$ cat config.mk
export PLATFORM = sky130hd
export DESIGN_NAME = diff_ser_out_flat
export DESIGN_NICKNAME = d
export VERILOG_FILES = /design/src/rtl/diff_ser_out_if.sv /design/src/rtl/diff_ser_out.sv /design/src/flat_wrapper.sv
export SDC_FILE = /design/constraint.sdc
export NUM_CORES = 1
export LEC_CHECK = 0
export ABC_AREA = 1
export BUFFER_PORTS_ARGS = -buffer_cell sky130_fd_sc_hd__buf_2
export CELL_PAD_IN_SITES_DETAIL_PLACEMENT = 1
export CELL_PAD_IN_SITES_GLOBAL_PLACEMENT = 1
export CORE_UTILIZATION = 39
export DETAILED_ROUTE_END_ITERATION = 8
export PLACE_DENSITY = 0.78
export SLEW_MARGIN = 30
export SYNTH_ARGS = -nofsm -noshare
export SYNTH_HDL_FRONTEND = slang
export SYNTH_SLANG_ARGS = --single-unit
$ cat constraint.sdc
create_clock -name clk -period 1.54 [get_ports clk]
set_input_delay 0 -clock clk [delete_from_list [all_inputs] [get_ports clk]]
set_output_delay 0 -clock clk [all_outputs]
set_load 0.03 [all_outputs]
$ cat src/rtl/diff_ser_out_if.sv
// rtl/diff_ser_out_if.sv - word-set valid/ready handshake into the differential serializer
interface diff_ser_out_if #(
    parameter int NUM_CH     = 1,
    parameter int WORD_WIDTH = 16
);
    logic [NUM_CH*WORD_WIDTH-1:0] s_data;
    logic                         s_valid;
    logic                         s_ready;

    modport master (output s_data, output s_valid, input s_ready);
    modport slave  (input s_data, input s_valid, output s_ready);
endinterface

$ cat src/rtl/diff_ser_out.sv
// rtl/diff_ser_out.sv - lockstep multi-channel MSB-first serializer with forwarded SCK and frame on LVDS pad pairs
module diff_ser_out #(
    parameter int                NUM_CH        = 1,
    parameter int                WORD_WIDTH    = 16,
    parameter int                HALF_DIV      = 2,
    parameter int                GAP_CYCLES    = 2,
    parameter logic              IDLE_LEVEL    = 1'b0,
    parameter logic [NUM_CH-1:0] DATA_INV_MASK = '0,
    parameter logic              SCK_INV       = 1'b0,
    parameter logic              FRAME_INV     = 1'b0
) (
    input  logic              clk,
    input  logic              resetn,
    diff_ser_out_if.slave     s,
    output logic              busy,
    output logic              sck_p,
    output logic              sck_n,
    output logic              frame_p,
    output logic              frame_n,
    output logic [NUM_CH-1:0] dout_p,
    output logic [NUM_CH-1:0] dout_n
);
    localparam int HW = $clog2(HALF_DIV + 1);
    localparam int BW = $clog2(WORD_WIDTH + 1);
    localparam int GW = (GAP_CYCLES > 0) ? $clog2(GAP_CYCLES + 1) : 1;

    localparam logic [HW-1:0]     HALF_LAST     = HW'(HALF_DIV - 1);
    localparam logic [BW-1:0]     BIT_LAST      = BW'(WORD_WIDTH - 1);
    localparam logic [GW-1:0]     GAP_LAST      = GW'((GAP_CYCLES > 0) ? GAP_CYCLES - 1 : 0);
    localparam logic [NUM_CH-1:0] DATA_IDLE_PAD = {NUM_CH{IDLE_LEVEL}} ^ DATA_INV_MASK;

    typedef enum logic [1:0] {
        ST_IDLE  = 2'd0,
        ST_SHIFT = 2'd1,
        ST_GAP   = 2'd2
    } state_t;

    state_t                            state_q;
    logic [HW-1:0]                     half_cnt_q;
    logic                              phase_q;
    logic [BW-1:0]                     bit_cnt_q;
    logic [GW-1:0]                     gap_cnt_q;
    logic [NUM_CH-1:0][WORD_WIDTH-1:0] shreg_q;

    // Output registers hold pad-level values so they feed the pad buffers with no logic in between.
    logic                              sck_q;
    logic                              frame_q;
    logic [NUM_CH-1:0]                 dout_q;

    logic [NUM_CH-1:0][WORD_WIDTH-1:0] load_word_d;
    logic [NUM_CH-1:0][WORD_WIDTH-1:0] load_rest_d;
    logic [NUM_CH-1:0][WORD_WIDTH-1:0] shift_rest_d;
    logic [NUM_CH-1:0]                 load_msb_d;
    logic [NUM_CH-1:0]                 next_msb_d;

    always_comb begin
        load_word_d  = '0;
        load_rest_d  = '0;
        shift_rest_d = '0;
        load_msb_d   = '0;
        next_msb_d   = '0;
        for (int i = 0; i < NUM_CH; i++) begin
            load_word_d[i]  = s.s_data[i*WORD_WIDTH +: WORD_WIDTH];
            load_msb_d[i]   = load_word_d[i][WORD_WIDTH-1];
            load_rest_d[i]  = {load_word_d[i][WORD_WIDTH-2:0], 1'b0};
            next_msb_d[i]   = shreg_q[i][WORD_WIDTH-1];
            shift_rest_d[i] = {shreg_q[i][WORD_WIDTH-2:0], 1'b0};
        end
    end

    // The MSB goes straight to the output register on accept; the shift register keeps only the bits still to send.
    always_ff @(posedge clk or negedge resetn) begin
        if (!resetn) begin
            state_q    <= ST_IDLE;
            half_cnt_q <= '0;
            phase_q    <= 1'b0;
            bit_cnt_q  <= '0;
            gap_cnt_q  <= '0;
            shreg_q    <= '0;
            sck_q      <= SCK_INV;
            frame_q    <= FRAME_INV;
            dout_q     <= DATA_IDLE_PAD;
        end else begin
            case (state_q)
                ST_IDLE: begin
                    if (s.s_valid) begin
                        state_q    <= ST_SHIFT;
                        half_cnt_q <= '0;
                        phase_q    <= 1'b0;
                        bit_cnt_q  <= '0;
                        shreg_q    <= load_rest_d;
                        sck_q      <= SCK_INV;
                        frame_q    <= ~FRAME_INV;
                        dout_q     <= load_msb_d ^ DATA_INV_MASK;
                    end
                end
                ST_SHIFT: begin
                    if (half_cnt_q != HALF_LAST) begin
                        half_cnt_q <= half_cnt_q + HW'(1);
                    end else begin
                        half_cnt_q <= '0;
                        if (!phase_q) begin
                            phase_q <= 1'b1;
                            sck_q   <= ~SCK_INV;
                        end else if (bit_cnt_q != BIT_LAST) begin
                            phase_q   <= 1'b0;
                            bit_cnt_q <= bit_cnt_q + BW'(1);
                            sck_q     <= SCK_INV;
                            shreg_q   <= shift_rest_d;
                            dout_q    <= next_msb_d ^ DATA_INV_MASK;
                        end else begin
                            // Last high half of the last bit: drop SCK and frame together, no runt edge.
                            phase_q   <= 1'b0;
                            bit_cnt_q <= '0;
                            gap_cnt_q <= '0;
                            sck_q     <= SCK_INV;
                            frame_q   <= FRAME_INV;
                            dout_q    <= DATA_IDLE_PAD;
                            state_q   <= (GAP_CYCLES > 0) ? ST_GAP : ST_IDLE;
                        end
                    end
                end
                ST_GAP: begin
                    if (gap_cnt_q != GAP_LAST) begin
                        gap_cnt_q <= gap_cnt_q + GW'(1);
                    end else begin
                        gap_cnt_q <= '0;
                        state_q   <= ST_IDLE;
                    end
                end
                default: begin
                    state_q <= ST_IDLE;
                end
            endcase
        end
    end

    assign s.s_ready = (state_q == ST_IDLE);
    assign busy      = (state_q != ST_IDLE);

    // Differential pad pairs (OBUFDS boundary): P follows the register, N is its complement.
    assign sck_p   = sck_q;
    assign sck_n   = ~sck_q;
    assign frame_p = frame_q;
    assign frame_n = ~frame_q;
    assign dout_p  = dout_q;
    assign dout_n  = ~dout_q;
endmodule
$ cat src/flat_wrapper.sv
// flat-port wrapper written by rule: the top's interface ports become plain ports
module diff_ser_out_flat 
#(
    parameter int                NUM_CH        = 1,
    parameter int                WORD_WIDTH    = 16,
    parameter int                HALF_DIV      = 2,
    parameter int                GAP_CYCLES    = 2,
    parameter logic              IDLE_LEVEL    = 1'b0,
    parameter logic [NUM_CH-1:0] DATA_INV_MASK = '0,
    parameter logic              SCK_INV       = 1'b0,
    parameter logic              FRAME_INV     = 1'b0
)
  (clk, resetn, busy, sck_p, sck_n, frame_p, frame_n, dout_p, dout_n, s_s_data, s_s_valid, s_s_ready);
  diff_ser_out_if #(.NUM_CH(NUM_CH), .WORD_WIDTH(WORD_WIDTH)) s_i ();
  input  logic clk;
  input  logic resetn;
  output logic busy;
  output logic sck_p;
  output logic sck_n;
  output logic frame_p;
  output logic frame_n;
  output logic [NUM_CH-1:0] dout_p;
  output logic [NUM_CH-1:0] dout_n;
  input wire logic [$bits(s_i.s_data)-1:0] s_s_data;
  input wire logic [$bits(s_i.s_valid)-1:0] s_s_valid;
  output wire logic [$bits(s_i.s_ready)-1:0] s_s_ready;
  assign s_i.s_data = s_s_data;
  assign s_i.s_valid = s_s_valid;
  assign s_s_ready = s_i.s_ready;
  diff_ser_out #(.NUM_CH(NUM_CH), .WORD_WIDTH(WORD_WIDTH), .HALF_DIV(HALF_DIV), .GAP_CYCLES(GAP_CYCLES), .IDLE_LEVEL(IDLE_LEVEL), .DATA_INV_MASK(DATA_INV_MASK), .SCK_INV(SCK_INV), .FRAME_INV(FRAME_INV)) u_core (.clk(clk), .resetn(resetn), .s(s_i), .busy(busy), .sck_p(sck_p), .sck_n(sck_n), .frame_p(frame_p), .frame_n(frame_n), .dout_p(dout_p), .dout_n(dout_n));
endmodule
==> metrics, run 1 <==
DR pass1 iterations=4; VDD IR-drop max=0.580 mV; Yosys reg bits=29; Tot Pwr=1440 uW; FP Rows=21; layout cell share with drive strength beyond 1=0.218; endpoints failing hold=0; status=finished, final reports clean; num ports=27; Seq. cell area=726 um2; final setup fails=0; Distinct cells, synth=19; clock-pin transition on the worst setup and hold timing paths=60 ps; FMAX=693 MHz; largest area contributor in the netlist=dfrtp_1; Post-synth top cells=nand2_1 (98), dfrtp_1 (29), nand3_1 (24); period utilization=0.938; Syn Inst Count=199; CP max FO=14; # DRC=0; Slew HR=0.547; CP required=1700 ps; Hold Crit Class=in -> reg; design area=0.00187 mm2; clock latency on the worst-skew pair=280 ps; Die Span X=63.6 um; GR met2 Demand/Resource=0.371; post-route non-filler standard cell count=289; post-DP HPWL=2750 um; vias per cell=4.96; GR peak layer=met2; final slew viol count=0; Starting Density=0.426; GRT Util Overall=0.220; CORE AREA=0.00347 mm2; most frequent cell after synthesis=nand2_1; vias in the first global route=1424; Setup crit end kind=register; DRT iter0 DRCs=57; GPL Wtd Cong=0.806; EDFF count, synth=0; Routed Antenna Nets=0; Pleak=0.00106 uW; drt total wl=3960 um; Placement Setup Slack=15.9 ps; DR WL/cell=13.7 um; die area=0.00404 mm2; Worst Tran Pin Value=679 ps; Synth top area share=0.491; Multi-input gate area=673 um2; antenna violations before repair=0; Mapped Area=0.00148 mm2; Area Overhead vs Synth=26.3%; pwr/cell area=772 mW/mm2; sequential fraction of the synthesis area=0.491; Primary FF master, synth=dfrtp_1; H-tree depth=2; Final Skew=4.47 ps; CTS sink cnt=29; M1 GR Usage=0.269; setup ws final=96.0 ps; top post-synthesis cells by area=dfrtp_1 (49%), nand2_1 (25%), nand3_1 (8.1%); Synth warnings=0; final worst path period need=1440 ps; placed cell area=0.00168 mm2; vias=1433; gr ovfl total=0; largest net degree at the start of global routing=30; synthesized net count=219; fraction of registers with async set or reset after synthesis=1.00; CTS buffer count=5; clock tree buffer depth=2; Max Cap Viol=0; Crit Path Class=reg -> reg; DP Cell Count=272; TritonCTS clock tree=done; Clock Root Buffer=clkbuf_8; fillers=461; Die Ht=63.6 um; Syn Area/Cell=7.43 um2; arrival time worst endpoint=1610 ps; Setup crit start kind=register; Diodes inserted=0; port bufs=26; GR Layer Usage met3=0.0598; first-pass GRT wire length=6750 um; Final #Nets=263
state kept, by name (all words and copies together) (netlist names):
register,count
u_core.dout_p,1
u_core.bit_cnt_q,5
u_core.state_q,2
u_core.frame_p,1
u_core.phase_q,1
u_core.gap_cnt_q,2
u_core.shreg_q,15
u_core.half_cnt_q,2
final timing paths:
path | start | depth (start not counted) | slack [ps] | to
setup / recovery | u_core.bit_cnt_q[1] | 7 | 100 | u_core.shreg_q[6]
hold / removal | s_s_data[8] | 5 | 50 | u_core.shreg_q[9]
setup reg to reg | u_core.bit_cnt_q[1] | 7 | 100 | u_core.shreg_q[6]
hold reg to reg | u_core.shreg_q[5] | 2 | 480 | u_core.shreg_q[5]
max in group asynchronous | resetn | 2 | 810 | u_core.shreg_q[9]
min in group asynchronous | resetn | 2 | 290 | u_core.shreg_q[2]
cells by family (layout without fill, tap and decap cells):
group,count (synthesis),in the layout,share of synthesized area
adders and majority gates,1,1,0.00847
DFF,29,29,0.491
AOI/OAI and AO/OA,9,9,0.0398
buffers and inverters,21,65,0.0627
and+or+nand+nor,139,139,0.398
critical path: stages (launching register included):
cell	delay, ps
dfrtp_1	410
ha_2	230
nand2_1	80
nor2_1	120
nand3_2	110
buf_4	210
nand3_1	90
nand2_1	70
cells in the final DEF, fill, tap and decap left out, types with 3 or more instances in the layout:
cell type / n
a21oi_1: 3
nor2_1: 8
dlygate4sd3_1: 4
clkbuf_8: 6
nand2_1: 98
nand4_1: 4
buf_4: 13
o21ai_0: 3
inv_1: 14
dfrtp_1: 29
buf_2: 26
nand3_1: 24
report_power, final:
| part | internal, uW | switching, uW |
|---|---|---|
| registers | 762 | 0 |
| logic | 22.3 | 22.8 |
| clock network | 354 | 281 |
per-layer routing:
layer  vias up  wire, um
li1        711         -
met1       683      1780
met2        31      1960
met3         8       159
met4         0        58
met5         -         0
final cells by class:
class	count	share of cell area
flip-flops and latches	29	0.389
multi-input cells	149	0.361
repair buffers	43	0.143
clock buffers	7	0.0462
well taps	46	0.0308
inverters	15	0.0302
metrics by stage:
stage / hold WS, ps / TNS, ps / util
2_1_floorplan: -296 / 0 / -
6_report: 50.7 / 0 / 0.538
3_5_place_dp: 79.1 / 0 / 0.485
3_3_place_gp: 60.3 / 0 / 0.485
4_1_cts: 50.0 / 0 / 0.521
5_1_grt: 79.0 / -0.504 / 0.538
repair_timing:
item,4_1_cts,5_1_grt
setup endpoints to repair,0,15
hold buffers,4,0
hold endpoints to repair,32,0
gates resized for setup,0,3
buffers inserted,0,6
Power figures use the tool's default switching activity.
==> inputs of run 2 (changes only) <==
--- a/config.mk
+++ b/config.mk
@@ -12,6 +12,7 @@
 export CORE_UTILIZATION = 39
 export DETAILED_ROUTE_END_ITERATION = 8
 export PLACE_DENSITY = 0.78
+export RECOVER_POWER = 25
 export SLEW_MARGIN = 30
 export SYNTH_ARGS = -nofsm -noshare
 export SYNTH_HDL_FRONTEND = slang
==> run 2 against run 1 <==
  * Wire length unchanged
  * Count of clock-buffer cells in the layout unchanged
  * Sequential share of layout area stayed put
  * Worst setup slack stayed put
  * Cell area did not move
  * Power hardly changed
  * Clock skew stayed put
==> metrics, run 2 (synthesized netlist as in run 1, its figures left out) <==
CTS sink cnt=29 (unchanged); CORE AREA=0.00347 mm2 (unchanged); vias per cell=4.96 (unchanged); CP required=1700 ps (about the same); final slew viol count=0 (unchanged); Largest Register=u_core.shreg_q (unchanged); post-layout util=0.538 (unchanged); layout cell share with drive strength beyond 1=0.218 (unchanged); Worst Tran Pin Value=756 ps (was 679 ps); status=finished, final reports clean (unchanged); Setup crit end kind=register (unchanged); Routed Antenna Nets=0 (unchanged); Setup crit start kind=register (unchanged); # DRC=0 (unchanged); Largest regs=u_core.shreg_q: 15 flops, u_core.bit_cnt_q: 5 flops (unchanged); gr ovfl total=0 (unchanged); Hold Slack=50.7 ps (unchanged); Hold Path Origin=s_s_data[8] (unchanged); clock tree buffer depth=2 (unchanged); period utilization=0.938 (unchanged); Hold Path Sink=u_core.shreg_q[9] (unchanged); Largest register FFs=15 (unchanged); Slowest Stage Delay on Critical Path=410 ps (about the same); Placement Setup Slack=15.9 ps (unchanged); GPL Wtd Cong=0.806 (unchanged); Die Span X=63.6 um (unchanged); arrival time worst endpoint=1610 ps (about the same); die area=0.00404 mm2 (unchanged); vias=1433 (unchanged); post-DP HPWL=2750 um (unchanged); FP Rows=21 (unchanged); DRT iter0 DRCs=57 (unchanged); final worst path period need=1440 ps (unchanged); R2R Setup Slk=100 ps (about the same); most frequent cells in the layout=nand2_1 (98), dfrtp_1 (29), buf_2 (25) (was nand2_1 (98), dfrtp_1 (29), buf_2 (26)); clock-pin transition on the worst setup and hold timing paths=60 ps (about the same); clock latency on the worst-skew pair=280 ps (about the same); Area Overhead vs Synth=26.3% (unchanged); DR pass1 iterations=4 (unchanged); Pleak=0.00106 uW (about the same); pwr/cell area=772 mW/mm2 (about the same); DR WL/cell=13.7 um (unchanged); setup ws final=96.0 ps (unchanged); FMAX=693 MHz (unchanged); drt total wl=3960 um (unchanged); antenna violations before repair=0 (unchanged); VDD IR-drop max=0.580 mV (about the same); crit path cell chain=ha_2, nand2_1, nor2_1, nand3_2, buf_4, nand3_1, nand2_1 (unchanged); FF-to-FF End=u_core.shreg_q[6] (unchanged); Diodes inserted=0 (unchanged); Hold Path Depth=5 (unchanged); Final #Nets=263 (unchanged); port bufs=26 (unchanged); Hold Crit Class=in -> reg (unchanged); Crit Path Class=reg -> reg (unchanged); H-tree depth=2 (unchanged); r2r startpoint=u_core.bit_cnt_q[1] (unchanged); GRT Util Overall=0.220 (unchanged); vias in the first global route=1424 (unchanged); Die Ht=63.6 um (unchanged); Max Cap Viol=0 (unchanged); Slew HR=0.496 (was 0.547); worst reg-to-reg path cell count=7 (unchanged); DP Cell Count=272 (unchanged); highest-delay cell along the critical path=dfrtp_1 (unchanged); Final Skew=4.47 ps (unchanged); TritonCTS clock tree=done (unchanged); commonest non-fill, non-tap cell in the layout=nand2_1 (unchanged); endpoints failing hold=0 (unchanged); CTS buffer count=5 (unchanged); first-pass GRT wire length=6750 um (unchanged); num ports=27 (unchanged); post-route non-filler standard cell count=289 (unchanged); final setup fails=0 (unchanged); most used cell, CP=nand2_1 (unchanged); largest net degree at the start of global routing=30 (unchanged); CP max FO=14 (unchanged); Starting Density=0.426 (unchanged); Clock Root Buffer=clkbuf_8 (unchanged)
-- run 2: cell types whose count changed in the layout (fill, tap and decap cells not counted), sizes merged --
cell    change
buf         -1
clkbuf      +1
-- run 2: critical path: cells and delay by family (launching register included) --
kind          cells  cell delay [ps]
simple gates      5              470
flops             1              410
fa+ha+maj         1              230
buf+inv           1              210
-- run 2: stage by stage --
step	setup TNS (ps)	power, uW	instance area, um2
global route	-0.504	1490	1870
finish	0	1440	1870
detailed placement	0	815	1680
CTS	0	1460	1810
global placement	0	813	1680
floorplan	0	776	1480
-- run 2: routing by layer --
layer  track usage  vias up  part of all wire
met2         0.371       31              0.50
li1              -      711                 -
met1         0.269      683              0.45
met5             0        -                 0
met4        0.0682        0             0.015
met3        0.0598        8             0.040
-- run 2: final cells by class --
cell class	count	area [um2]
clock buffers	7	86.3
flip-flops and latches	29	726
well taps	46	57.6
multi-input cells	149	673
fillers	461	1600
inverters	15	56.3
repair buffers	43	268
-- run 2: power breakdown --
group          switching [uW]  total [uW]  internal, uW  leakage (uW)
logic                    22.8        45.1          22.3      0.000645
clock network             281         635           354     0.0000443
registers                   0         762           762      0.000375
-- run 2: worst max-delay path by stage --
stage / start / endpoint / slack (ps)
after detailed placement: u_core.bit_cnt_q[0] / u_core.shreg_q[8] / 20
after floorplan: u_core.phase_q / u_core.shreg_q[13] / 140
after global placement: u_core.bit_cnt_q[0] / u_core.shreg_q[1] / 120
final: u_core.bit_cnt_q[1] / u_core.shreg_q[6] / 100
after global routing: u_core.bit_cnt_q[1] / u_core.shreg_q[2] / -0.5
after CTS: u_core.bit_cnt_q[0] / u_core.shreg_q[8] / 5
-- run 2: timing repair --
action,CTS,global route
hold endpoints to repair,32,0
buffers inserted,0,6
gates resized for setup,0,3
setup endpoints to repair,0,15
hold buffers,4,0
==> inputs of run 3 (changes only) <==
--- a/config.mk
+++ b/config.mk
@@ -7,11 +7,11 @@
 export LEC_CHECK = 0
 export ABC_AREA = 1
 export BUFFER_PORTS_ARGS = -buffer_cell sky130_fd_sc_hd__buf_2
-export CELL_PAD_IN_SITES_DETAIL_PLACEMENT = 1
-export CELL_PAD_IN_SITES_GLOBAL_PLACEMENT = 1
-export CORE_UTILIZATION = 39
+export CELL_PAD_IN_SITES_DETAIL_PLACEMENT = 0
+export CELL_PAD_IN_SITES_GLOBAL_PLACEMENT = 2
+export CORE_UTILIZATION = 30
 export DETAILED_ROUTE_END_ITERATION = 8
-export PLACE_DENSITY = 0.78
+export PLACE_DENSITY = 0.76
 export RECOVER_POWER = 25
 export SLEW_MARGIN = 30
 export SYNTH_ARGS = -nofsm -noshare
==> constraint.sdc (replaced) <==
create_clock -name clk -period 1.5 [get_ports clk]
set_input_delay 0 -clock clk [delete_from_list [all_inputs] [get_ports clk]]
set_output_delay 0 -clock clk [all_outputs]
set_load 0.03 [all_outputs]
==> run 3 against run 2 <==
  * Global-route usage decreased by 6.1 points
  * Non-clock buffer count decreased by 5
  * Die area increased by 29%
  * Wire length decreased by 12%
  * Hold slack got worse by 13 ps
  * Critical path depth unchanged
  * Fmax increased by 2.4%
  * Register-to-register slack about the same
  * Critical path type unchanged
==> metrics, run 3 (synthesized netlist as in run 1, its figures left out) <==
status=finished, final reports clean (unchanged); Largest register FFs=15 (unchanged); Seq. cell area=726 um2 (unchanged); FP Rows=25 (was 21); switching share of power=0.194 (was 0.211); DRT iter0 DRCs=67 (was 57); Routed Antenna Nets=0 (unchanged); port bufs=26 (unchanged); setup ws final=89.6 ps (was 96.0 ps); num ports=27 (unchanged); fillers=506 (was 461); DR pass1 iterations=4 (unchanged); Diodes inserted=0 (unchanged); endpoints failing hold=0 (unchanged); arrival time worst endpoint=1590 ps (was 1610 ps); CTS buffer count=5 (unchanged); clock tree buffer depth=2 (unchanged); vias in the first global route=1399 (was 1424); Multi-input gate area=672 um2 (was 673 um2); CORE AREA=0.00472 mm2 (was 0.00347 mm2); CTS sink cnt=29 (unchanged); Max Cap Viol=0 (unchanged); post-DP HPWL=2440 um (was 2750 um); Final #Nets=258 (was 263); switching power=353 uW (was 304 uW); Largest regs=u_core.shreg_q: 15 flops, u_core.bit_cnt_q: 5 flops (unchanged); Largest Register=u_core.shreg_q (unchanged); post-CTS setup buffer count=0 (unchanged); most frequent cells in the layout=nand2_1 (97), dfrtp_1 (29), buf_2 (25) (was nand2_1 (98), dfrtp_1 (29), buf_2 (25)); final setup fails=0 (unchanged); layout cell share with drive strength beyond 1=0.209 (was 0.218); Setup TNS=0 ps (unchanged); Crit Path Class=reg -> reg (unchanged); first-pass GRT wire length=6310 um (was 6750 um); P_int=1460 uW (was 1140 uW); commonest non-fill, non-tap cell in the layout=nand2_1 (unchanged); largest net degree at the start of global routing=30 (unchanged); Tot Pwr=1820 uW (was 1440 uW); Slew HR=0.516 (was 0.496); GPL Wtd Cong=0.687 (was 0.806); RSZ-0062 raised after global routing=no; Setup crit end kind=register (unchanged); Starting Density=0.313 (was 0.426); drt total wl=3500 um (was 3960 um); vias per cell=4.37 (was 4.96); Hold Crit Class=in -> reg (unchanged); VDD IR-drop max=0.633 mV (was 0.580 mV); Placement Setup Slack=7.18 ps (was 15.9 ps); antenna violations before repair=0 (unchanged); H-tree depth=2 (unchanged); TritonCTS clock tree=done (unchanged); Worst Tran Pin Value=726 ps (was 756 ps); Pleak=0.00107 uW (was 0.00106 uW); final worst path period need=1410 ps (was 1440 ps); DR WL/cell=11.4 um (was 13.7 um); Final Skew=9.45 ps (was 4.47 ps); Area Overhead vs Synth=29.8% (was 26.3%); clock group share of total power=0.545 (was 0.440); GRT Util Overall=0.158 (was 0.220); Die Span X=72.2 um (was 63.6 um); CP required=1680 ps (was 1700 ps); Setup crit start kind=register (unchanged); FMAX=709 MHz (was 693 MHz); # DRC=0 (unchanged); Comb power frac=0.025 (was 0.031); Die Ht=72.2 um (was 63.6 um); register share of total power=0.430 (was 0.529); clock latency on the worst-skew pair=290 ps (was 280 ps); gr ovfl total=0 (unchanged); pwr/cell area=948 mW/mm2 (was 772 mW/mm2); die area=0.00521 mm2 (was 0.00404 mm2); CP max FO=14 (unchanged); final slew viol count=0 (unchanged); vias=1338 (was 1433); design area=0.00192 mm2 (was 0.00187 mm2); placed cell area=0.00173 mm2 (was 0.00168 mm2); clock-pin transition on the worst setup and hold timing paths=70 ps (was 60 ps); Clock Root Buffer=clkbuf_8 (unchanged); period utilization=0.940 (was 0.938)
-- run 3: cell types whose count changed in the layout (fill, tap and decap cells not counted), sizes merged --
cell,delta
bufinv,+2
clkinv,+1
buf,-5
clkbuf,-2
-- run 3: worst max-delay path, cell delays in order, from the launching register on --
cell and delay (ps):
dfrtp_1 410, ha_2 230, nand2_1 80, nor2_1 120
nand3_2 120, buf_6 190, nand3_1 90, nand2_1 50
-- run 3: repair_timing --
item	4_1_cts	5_1_grt
hold endpoints to repair	32	0
hold buffers	4	0
resized for setup	1	3
endpoints found under the setup margin	2	15
cloned	0	0
-- run 3: power groups by stage --
stage	logic, uW	clock network [uW]	registers, uW
finish	45.2	990	782
global route	52.4	1040	781
CTS	47.2	1000	782
detailed placement	39.1	0	797
global placement	38.9	0	797
-- run 3: stage by stage --
stage	instances	hold slack, ps	utilization
3_5_place_dp	294	72.3	0.366
2_1_floorplan	199	-296	-
4_1_cts	306	35.7	0.404
6_report	306	38.1	0.406
3_3_place_gp	294	77.1	0.366
5_1_grt	306	73.7	0.406
-- run 3: final timing paths --
check / cells past startpoint / startpoint / end / slack [ps]
min in group asynchronous: 2 / resetn / u_core.state_q[0] / 290
min reg2reg: 2 / u_core.shreg_q[6] / u_core.shreg_q[6] / 470
min: 5 / s_s_data[12] / u_core.shreg_q[13] / 40
max reg2reg: 7 / u_core.bit_cnt_q[0] / u_core.shreg_q[9] / 90
max: 7 / u_core.bit_cnt_q[0] / u_core.shreg_q[9] / 90
max in group asynchronous: 2 / resetn / u_core.shreg_q[12] / 740
-- run 3: area by class of cell --
type | count | area share
Sequential cell | 29 | 0.378
Multi-Input combinational cell | 149 | 0.350
Timing Repair Buffer | 38 | 0.129
Tap cell | 67 | 0.0437
Clock buffer | 5 | 0.0359
Clock inverter | 3 | 0.0339
Inverter | 15 | 0.0294
-- run 3: routing by layer --
metal  vias to the layer above  global-route usage  part of all wire
met5                         -                   0                 0
met4                         0              0.0719             0.020
met3                         8              0.0333             0.035
met2                        33               0.261              0.45
met1                       592               0.199              0.49
li1                        705                   -                 -
